`config.mk`:
```
export PLATFORM = sky130hd
export DESIGN_NAME = fp_unit_arbiter
export DESIGN_NICKNAME = d
export VERILOG_FILES = /design/src/rtl/fp_pkg.sv /design/src/rtl/fp_tag_fifo.sv /design/src/rtl/fp_unit_arbiter.sv
export SDC_FILE = /design/constraint.sdc
export NUM_CORES = 1
export LEC_CHECK = 0
export CELL_PAD_IN_SITES_DETAIL_PLACEMENT = 0
export CELL_PAD_IN_SITES_GLOBAL_PLACEMENT = 1
export CORE_MARGIN = 1.5
export CORE_UTILIZATION = 30
export CTS_CLUSTER_SIZE = 40
export DETAILED_ROUTE_END_ITERATION = 6
export GPL_ROUTABILITY_DRIVEN = 0
export GPL_TIMING_DRIVEN = 0
export PLACE_DENSITY = 0.85
export SLEW_MARGIN = 20
export SYNTH_ARGS = -nofsm -noshare
export SYNTH_HDL_FRONTEND = slang
export SYNTH_SLANG_ARGS = --single-unit
```
`constraint.sdc`:
```
create_clock -name clkIn -period 11.2 [get_ports clkIn]
set_clock_uncertainty 0.15 [all_clocks]
set_input_delay 2.24 -clock clkIn [delete_from_list [all_inputs] [get_ports clkIn]]
set_output_delay 2.24 -clock clkIn [all_outputs]
set_load 0.03 [all_outputs]
```
`src/rtl/fp_pkg.sv`:
```
// Shared floating-point definitions: default formats, op codes and a
// constant-foldable log2 helper used to size tags and counters.
package fp_pkg;

  localparam int unsigned DEF_EXP_WIDTH  = 8;
  localparam int unsigned DEF_FRAC_WIDTH = 24;
  localparam int unsigned DEF_DATA_WIDTH = DEF_EXP_WIDTH + DEF_FRAC_WIDTH;

  typedef enum logic [1:0] {
    FP_OP_ADD = 2'd0,
    FP_OP_SUB = 2'd1,
    FP_OP_MUL = 2'd2,
    FP_OP_DIV = 2'd3
  } fp_op_e;

  function automatic int unsigned clog2(input int unsigned value);
    int unsigned result;
    result = 0;
    for (int unsigned i = 0; i < 32; i++) begin
      if ((32'd1 << i) < value) result = i + 1;
    end
    return result;
  endfunction

endpackage

```
`src/rtl/fp_tag_fifo.sv`:
```
// Synchronous FIFO holding the requester tag of every in-flight FPU op.
// Pop on empty is dropped and reported through underflow_o.
module fp_tag_fifo
  import fp_pkg::*;
#(
  parameter int unsigned Width = 2,
  parameter int unsigned Depth = 8
) (
  input  logic                       clk_i,
  input  logic                       rst_i,
  input  logic                       push_i,
  input  logic [Width-1:0]           data_i,
  input  logic                       pop_i,
  output logic [Width-1:0]           head_o,
  output logic [clog2(Depth):0]      count_o,
  output logic                       empty_o,
  output logic                       full_o,
  output logic                       underflow_o
);

  localparam int unsigned PtrW = clog2(Depth);
  localparam int unsigned CntW = PtrW + 1;

  logic [Width-1:0] mem_q [Depth];
  logic [PtrW-1:0]  wr_ptr_q, wr_ptr_d;
  logic [PtrW-1:0]  rd_ptr_q, rd_ptr_d;
  logic [CntW-1:0]  count_q, count_d;
  logic             push_ok, pop_ok;

  always_comb begin
    push_ok  = push_i && !full_o;
    pop_ok   = pop_i && !empty_o;
    // Depth is a power of two, so pointers wrap by natural overflow.
    wr_ptr_d = push_ok ? wr_ptr_q + PtrW'(1) : wr_ptr_q;
    rd_ptr_d = pop_ok ? rd_ptr_q + PtrW'(1) : rd_ptr_q;
    count_d  = count_q;
    if (push_ok && !pop_ok) count_d = count_q + CntW'(1);
    if (pop_ok && !push_ok) count_d = count_q - CntW'(1);
  end

  always_ff @(posedge clk_i or posedge rst_i) begin
    if (rst_i) begin
      wr_ptr_q <= '0;
      rd_ptr_q <= '0;
      count_q  <= '0;
    end else begin
      wr_ptr_q <= wr_ptr_d;
      rd_ptr_q <= rd_ptr_d;
      count_q  <= count_d;
    end
  end

  always_ff @(posedge clk_i) begin
    if (push_ok) mem_q[wr_ptr_q] <= data_i;
  end

  always_comb begin
    head_o      = mem_q[rd_ptr_q];
    count_o     = count_q;
    empty_o     = (count_q == '0);
    full_o      = (count_q == CntW'(Depth));
    underflow_o = pop_i && empty_o;
  end

endmodule

```
`src/rtl/fp_unit_arbiter.sv`:
```
// Round-robin sharing of one in-order pipelined FPU among NUM_REQ requesters;
// tags each issued op and steers returning results back to their owner.
module fp_unit_arbiter
  import fp_pkg::*;
#(
  parameter int unsigned NUM_REQ         = 4,
  parameter int unsigned EXP_WIDTH       = DEF_EXP_WIDTH,
  parameter int unsigned FRAC_WIDTH      = DEF_FRAC_WIDTH,
  parameter int unsigned MAX_OUTSTANDING = 8
) (
  input  logic                                  clkIn,
  input  logic                                  rstIn,
  input  logic [NUM_REQ-1:0]                    reqValidIn,
  output logic [NUM_REQ-1:0]                    reqReadyOut,
  input  logic [NUM_REQ*(EXP_WIDTH+FRAC_WIDTH)-1:0] reqAIn,
  input  logic [NUM_REQ*(EXP_WIDTH+FRAC_WIDTH)-1:0] reqBIn,
  input  logic [NUM_REQ*2-1:0]                  reqOpIn,
  output logic                                  fpuValidOut,
  input  logic                                  fpuReadyIn,
  output logic [EXP_WIDTH+FRAC_WIDTH-1:0]       fpuAOut,
  output logic [EXP_WIDTH+FRAC_WIDTH-1:0]       fpuBOut,
  output logic [1:0]                            fpuOpOut,
  input  logic                                  fpuValidIn,
  input  logic [EXP_WIDTH+FRAC_WIDTH-1:0]       fpuResultIn,
  output logic [NUM_REQ-1:0]                    rspValidOut,
  output logic [EXP_WIDTH+FRAC_WIDTH-1:0]       rspDataOut,
  output logic                                  errorOut
);

  localparam int unsigned DataW = EXP_WIDTH + FRAC_WIDTH;
  localparam int unsigned TagW  = clog2(NUM_REQ);
  localparam int unsigned CntW  = clog2(MAX_OUTSTANDING) + 1;

  logic [TagW-1:0]    rr_q, rr_d;
  logic [TagW-1:0]    gnt_idx, scan_idx;
  logic               gnt_found, issue_en, accept;

  logic               fpu_valid_q;
  logic [DataW-1:0]   fpu_a_q, fpu_b_q;
  logic [1:0]         fpu_op_q;

  logic [NUM_REQ-1:0] rsp_valid_q, rsp_valid_d;
  logic [DataW-1:0]   rsp_data_q;
  logic               error_q;

  logic [TagW-1:0]    fifo_head;
  logic [CntW-1:0]    fifo_count;
  logic               fifo_empty, fifo_full, fifo_underflow, pop_ok;

  // Grant: first valid requester at or after the rr pointer, wrapping.
  always_comb begin
    gnt_found = 1'b0;
    gnt_idx   = '0;
    scan_idx  = '0;
    for (int unsigned i = 0; i < NUM_REQ; i++) begin
      scan_idx = TagW'((32'(rr_q) + i) % NUM_REQ);
      if (!gnt_found && reqValidIn[scan_idx]) begin
        gnt_found = 1'b1;
        gnt_idx   = scan_idx;
      end
    end
    // The op parked in the output register already counts as outstanding.
    issue_en = (!fpu_valid_q || fpuReadyIn) && (fifo_count < CntW'(MAX_OUTSTANDING));
    accept   = gnt_found && issue_en;

    reqReadyOut = '0;
    if (accept) reqReadyOut[gnt_idx] = 1'b1;

    rr_d = rr_q;
    if (accept) rr_d = (gnt_idx == TagW'(NUM_REQ - 1)) ? '0 : gnt_idx + TagW'(1);
  end

  always_comb begin
    pop_ok      = fpuValidIn && !fifo_empty;
    rsp_valid_d = '0;
    if (pop_ok) rsp_valid_d[fifo_head] = 1'b1;
  end

  always_ff @(posedge clkIn or posedge rstIn) begin
    if (rstIn) begin
      rr_q        <= '0;
      fpu_valid_q <= 1'b0;
      fpu_a_q     <= '0;
      fpu_b_q     <= '0;
      fpu_op_q    <= '0;
    end else begin
      rr_q <= rr_d;
      if (accept) begin
        fpu_valid_q <= 1'b1;
        fpu_a_q     <= reqAIn[32'(gnt_idx) * DataW +: DataW];
        fpu_b_q     <= reqBIn[32'(gnt_idx) * DataW +: DataW];
        fpu_op_q    <= reqOpIn[32'(gnt_idx) * 2 +: 2];
      end else if (fpuReadyIn) begin
        fpu_valid_q <= 1'b0;
      end
    end
  end

  always_ff @(posedge clkIn or posedge rstIn) begin
    if (rstIn) begin
      rsp_valid_q <= '0;
      rsp_data_q  <= '0;
      error_q     <= 1'b0;
    end else begin
      rsp_valid_q <= rsp_valid_d;
      if (pop_ok) rsp_data_q <= fpuResultIn;
      if (fifo_underflow) error_q <= 1'b1;
    end
  end

  fp_tag_fifo #(
    .Width (TagW),
    .Depth (MAX_OUTSTANDING)
  ) u_tag_fifo (
    .clk_i       (clkIn),
    .rst_i       (rstIn),
    .push_i      (accept && !fifo_full),
    .data_i      (gnt_idx),
    .pop_i       (fpuValidIn),
    .head_o      (fifo_head),
    .count_o     (fifo_count),
    .empty_o     (fifo_empty),
    .full_o      (fifo_full),
    .underflow_o (fifo_underflow)
  );

  assign fpuValidOut = fpu_valid_q;
  assign fpuAOut     = fpu_a_q;
  assign fpuBOut     = fpu_b_q;
  assign fpuOpOut    = fpu_op_q;
  assign rspValidOut = rsp_valid_q;
  assign rspDataOut  = rsp_data_q;
  assign errorOut    = error_q;

endmodule

```
==> impl_metrics.ini, run 1 <==
[cts]
clk_latency_ps = 420
postCtsSetupBuffers = 0
cts.path.max_buffers = 2
cts_tree = done
ctsHoldBuffers = 0
cts_sinks = 132
htree_levels = 4
ctsRootBufferMaster = clkbuf_16
numCtsBuffers = 17
cts.repair.resized = 0
path_clk_slew_ps = 60

[sta]
hold_viol_final = 0
fmax_mhz = 132
fin_ws_ps = 3640
rsz0062_at_grt = false
setup_viol_count_final = 0
hold_ws_ps = 314
maxSlewHeadroom_pct = 46.0
tns_ps = 0
worst_pin_slew_ps = 810
slew_viol_final = 0
period_minus_slack_ps = 7560
period_share_pct = 67.5

[setup_path]
timing.rr.start = u_tag_fifo.count_o[0]
rrSetupSlack_ps = 8010
slowest_stage = clkdlybuf4s50_1
cp.arrival_ps = 5170
critical_path_class = input pin to output pin
cp.required_ps = 8810
cpLargestDelayFamily = buffers and inverters
rr_endpoint = u_tag_fifo.count_o[2]
critPathLaunchType = input pin
endpoint = reqReadyOut[3]
critPathLaunch = reqValidIn[3]
critical_path_buf_inv_count = 5
path_cells = clkdlybuf4s50_1 > mux2i_1 > a2bb2oi_2 > nand2_1 > inv_2 > buf_4 > buf_4 > ha_1 > and2_1 > clkdlybuf4s50_1
rr_worst_depth = 12
cp_slowest_stage_delay_ps = 740
crit_cells = 10
worstSetupEndpointType = output pin
worstPathMaxFanout = 19

[global_routing]
antenna_found_initial = 5
grt_pass1_wl_um = 44300
gr-total-overflow = 0
grt_max_degree = 68
grt_usage_pct = 22.8
grt_pass1_vias = 7834

[power_and_ir_drop]
irDropWorstVdd_mv = 0.103
powerDensity_nw_per_um2 = 241
total_leakage_power_nw = 5.12

[die]
core_um2 = 24200
start_util_pct = 30.4
rows = 57
die_x_um = 159
design.die.area_um2 = 25400
die_h_um = 159
ios = 412

[layout]
syn_to_final_growth_pct = 70.3
layoutNonFillerInstCount = 1560
nets = 1531
drive_above_1_share_pct = 5.36
fin_util_pct = 51.7

[synthesis]
ys_ff_latch = 132
synth-compound-area-share_pct = 19.2
synth.area.mux_share_pct = 11.1
synth_xor_area_share_pct = 1.07
synth_seq_area_share_pct = 46.1
synth_edf_count = 16
syn_inst = 787
ys_types = 39
synthFlopType = dfrtp_1
synth_nets = 1100
avgSynthCellArea_um2 = 9.33
ys_warn_count = 0
synth_top_family_by_area = compound AO/OA/AOI/OAI gates
synth-simple-area-share_pct = 16.5
synthAdderAreaFrac_pct = 1.53
async_flop_share_pct = 87.9
netlist_area_um2 = 7340

[placed_design]
hpwlAfterDp_um = 22100
port_buffers = 411
pre_cts_ws_ps = 3630
dp_cells = 1523

[route]
routedWlPerCell_um = 18.7
drt_wl_total_um = 29100
drtAntennaViolNets = 0
drtIter0Drc = 337
num_vias = 7616
drt_first_pass_iters = 5
drt-vias-per-instance = 4.88
drc = 0

[status]
status = finished clean

[run]
cap_violations = 0

[min_path]
min_path_cells = 1
hold_path.class = flip-flop to flip-flop
[per-stage QoR]
step	cell area (um2)	total power, mW
finish	12500	3.01
global route	12500	3.20
CTS	12500	3.04
detailed placement	11900	2.45
global placement	11900	2.42
floorplan	7340	1.77
[placed cells by master (no fill, tap or decap), types with 17 or more instances in the layout]
master           instances
nand2_1                181
dfrtp_1                116
o21ai_0                 66
mux2i_1                 70
clkbuf_1                45
clkdlybuf4s50_1        411
nand3_1                 67
clkbuf_16               17
a21o_1                  68
o211ai_1                66
[worst min path at each step]
stage                     startpoint                    end  slack (ps)
3_3_place_gp                errorOut               errorOut         290
2_1_floorplan  u_tag_fifo.count_o[2]  u_tag_fifo.count_o[2]         340
6_report                    errorOut               errorOut         310
3_5_place_dp                errorOut               errorOut         300
5_1_grt               rspDataOut[18]         rspDataOut[18]         340
4_1_cts                     errorOut               errorOut         320
[worst register-to-register path: stages, from the launching register on]
cell      delay (ps)
dfrtp_1          450
nor4_1           350
nand2b_1         160
clkbuf_1         330
inv_2            180
clkbuf_1         300
ha_1             340
xor2_1           160
ha_1             180
a21oi_1          140
xnor2_1          130
nor2_1            60
xor2_1           140
[final cells by class]
type | instances | area [um2]
Buffer | 66 | 310
Clock buffer | 18 | 439
Antenna cell | 5 | 12.5
Multi-Input combinational cell | 582 | 3620
Clock inverter | 14 | 161
Timing Repair Buffer | 412 | 4140
Sequential cell | 132 | 3380
Fill cell | 2297 | 11700
Inverter | 7 | 31.3
Tap cell | 324 | 405
[power breakdown]
part | leakage (nW) | total, mW | internal, mW | switching [mW]
logic | 3.27 | 1.63 | 0.687 | 0.948
registers | 1.57 | 0.800 | 0.681 | 0.119
clock network | 0.288 | 0.580 | 0.341 | 0.239
[kinds of logic (layout without fill, tap and decap cells)]
logic type	Yosys count	in the layout
other cells	0	5
xor+xnor	9	9
fa+ha+maj	9	9
simple gates	279	279
mux	76	76
buf+inv	73	517
flops	132	132
compound gates	209	209
[flip-flops by register name, summed over array words and instances, names as in the netlist, 2 cells and up]
signal / count
rspDataOut: 32
fpuBOut: 32
u_tag_fifo.mem_q: 16
rspValidOut: 4
fpuOpOut: 2
u_tag_fifo.wr_ptr_q: 3
u_tag_fifo.count_o: 4
fpuAOut: 32
rr_q: 2
u_tag_fifo.rd_ptr_q: 3
[cells in the mapped netlist (2+ instances only)]
cell type  count  area, um2
edfxtp_1      16        480
a21o_1        68        510
a21oi_1        2       10.0
buf_2         11       55.1
nand2_1      181        679
mux2_2         2       22.5
nor3b_1        3       22.5
ha_1           9        113
nor4b_1        2       17.5
nand2b_1       4       25.0
nor2_1         9       33.8
nor4_1         2       12.5
o21ai_0       66        330
buf_4          3       22.5
inv_1          4       15.0
inv_2          3       11.3
xnor2_1        6       52.6
o211ai_1      66        495
nand3_1       67        335
buf_6          5       56.3
a211oi_1       2       15.0
and2_1         4       25.0
mux2i_1       70        701
clkbuf_1      45        169
mux4_2         4       90.1
buf_1          2       7.51
nor3_1         2       10.0
xor2_1         3       26.3
dfrtp_1      116       2900
[per-layer routing]
layer / GRT usage [%] / share of wire (%) / vias up / routed length, um
met3: 6.20 / 6.5 / 45 / 1900
li1: - / - / 3659 / -
met5: 0 / 0 / - / 0
met1: 26.7 / 41 / 3620 / 11800
met2: 39.8 / 50 / 292 / 14600
met4: 8.23 / 2.6 / 0 / 752
No activity file was read; power rests on OpenSTA's default activity.
==> run 2: changes to the inputs <==
Settings changed: CORE_UTILIZATION 30 to 25, PLACE_DENSITY 0.85 to 0.75.
Clock period 11.2 ns to 6.43 ns, I/O delays scaled along.
==> impl_metrics.ini, run 2 (synthesis results as in run 1) <==
[placed_design]
dp_cells = 1583
port_buffers = 411
pre_cts_ws_ps = 575
hpwlAfterDp_um = 22800

[setup_path]
critPathLaunchType = input pin
worstSetupEndpointType = output pin
cp.required_ps = 4990
path_cells = clkdlybuf4s50_1 > mux2i_1 > a2bb2oi_2 > nand2_1 > inv_2 > buf_4 > buf_4 > ha_1 > and2_1 > clkdlybuf4s50_1
cp_slowest_stage_delay_ps = 740
worstPathMaxFanout = 19
slowest_stage = clkdlybuf4s50_1
cp.arrival_ps = 4410
critical_path_class = input pin to output pin

[cts]
cts_tree = done
path_clk_slew_ps = 60
ctsRootBufferMaster = clkbuf_16
numCtsBuffers = 17
htree_levels = 4
cts.path.max_buffers = 2
cts.repair.resized = 0
clk_latency_ps = 410
postCtsSetupBuffers = 0
cts_sinks = 132
ctsHoldBuffers = 0

[layout]
layout_commonest_cell = clkdlybuf4s50_1
layoutNonFillerInstCount = 1617
drive_above_1_share_pct = 5.28
mostFrequentLayoutCells = clkdlybuf4s50_1 (411), nand2_1 (181), dfrtp_1 (116), mux2i_1 (70), a21o_1 (68)
fin_util_pct = 43.7
syn_to_final_growth_pct = 71.4
nets = 1531
nFillCells = 2813

[power_and_ir_drop]
total_leakage_power_nw = 5.14
irDropWorstVdd_mv = 0.179
powerDensity_nw_per_um2 = 418

[global_routing]
gr-total-overflow = 0
grt_pass1_vias = 7725
grt_pass1_wl_um = 45100
grt_max_degree = 69
grt_usage_pct = 19.4
antenna_found_initial = 2

[route]
drt_wl_total_um = 29900
drc = 0
drtIter0Drc = 374
drtAntennaViolNets = 0
drt_first_pass_iters = 5
drt-vias-per-instance = 4.66
routedWlPerCell_um = 18.5
num_vias = 7540

[die]
design.die.area_um2 = 30400
die_h_um = 174
rows = 62
start_util_pct = 25.5
die_x_um = 174
ios = 412
core_um2 = 28800

[sta]
rsz0062_at_grt = false
period_minus_slack_ps = 5850
fmax_mhz = 171
tns_ps = 0
slew_viol_final = 0
worst_pin_slew_ps = 862
hold_viol_final = 0
fin_ws_ps = 579
setup_viol_count_final = 0
period_share_pct = 91.0
maxSlewHeadroom_pct = 42.5

[min_path]
hold_path.class = flip-flop to flip-flop

[status]
status = finished clean

[run]
cap_violations = 0
run 2: cell types whose count changed in the layout (fill, tap and decap cells not counted), moves of 2 or more:
| cell | before | now |
|---|---|---|
| clkinv_4 | 0 | 3 |
| inv_6 | 8 | 4 |
| clkinvlp_4 | 3 | 1 |
| diode_2 | 5 | 2 |
run 2: final timing paths:
path                            cells after the start               endpoint                  start  slack (ps)
min in group asynchronous                           2            fpuAOut[24]                  rstIn        1140
worst max register to register                     12  u_tag_fifo.count_o[2]  u_tag_fifo.count_o[1]        3230
max in group asynchronous                           3             fpuBOut[8]                  rstIn        4300
worst max-delay path                               10         reqReadyOut[3]          reqValidIn[3]         580
worst min-delay path                                1               errorOut               errorOut         320
worst min register to register                      1               errorOut               errorOut         320
run 2: area by class of cell:
| type | instances | area (um2) | share of cell area [%] |
|---|---|---|---|
| Buffer | 66 | 310 | 2.47 |
| Tap cell | 384 | 480 | 3.82 |
| Clock inverter | 12 | 140 | 1.11 |
| Clock buffer | 20 | 468 | 3.72 |
| Timing Repair Buffer | 412 | 4140 | 32.9 |
| Sequential cell | 132 | 3380 | 26.9 |
| Antenna cell | 2 | 5.00 | 0.0398 |
| Inverter | 7 | 33.8 | 0.268 |
| Multi-Input combinational cell | 582 | 3620 | 28.8 |
run 2: stage by stage:
| stage | hold WS (ps) | cell area, um2 | power (mW) |
|---|---|---|---|
| 2_1_floorplan | 335 | 7340 | 3.07 |
| 3_3_place_gp | 291 | 11900 | 4.24 |
| 3_5_place_dp | 311 | 12000 | 4.27 |
| 4_1_cts | 326 | 12600 | 5.32 |
| 5_1_grt | 340 | 12600 | 5.60 |
| 6_report | 320 | 12600 | 5.26 |
run 2: critical path, delay by kind of cell:
family | cells | cell delay [ps]
and+or+nand+nor | 2 | 280
buffers and inverters | 5 | 2190
adders and majority gates | 1 | 210
AOI/OAI and AO/OA | 1 | 270
muxes | 1 | 160
run 2: report_power, final:
part	total [mW]	internal, mW	switching, mW
registers	1.39	1.19	0.200
clock network	1.02	0.612	0.412
logic	2.85	1.20	1.65
run 2: layer usage:
metal | vias to the layer above | GRT usage, % | routed length (um)
met5 | - | 0 | 0
met2 | 286 | 34.7 | 15500
met4 | 0 | 4.89 | 366
met3 | 28 | 4.99 | 1900
met1 | 3567 | 22.9 | 12100
li1 | 3659 | - | -
==> run 3: changes to the inputs <==
Settings changed: ABC_CLOCK_PERIOD_IN_PS set to 6430.
==> results of run 3 <==
Final layout, timing and power as in run 2 (identical DEF).
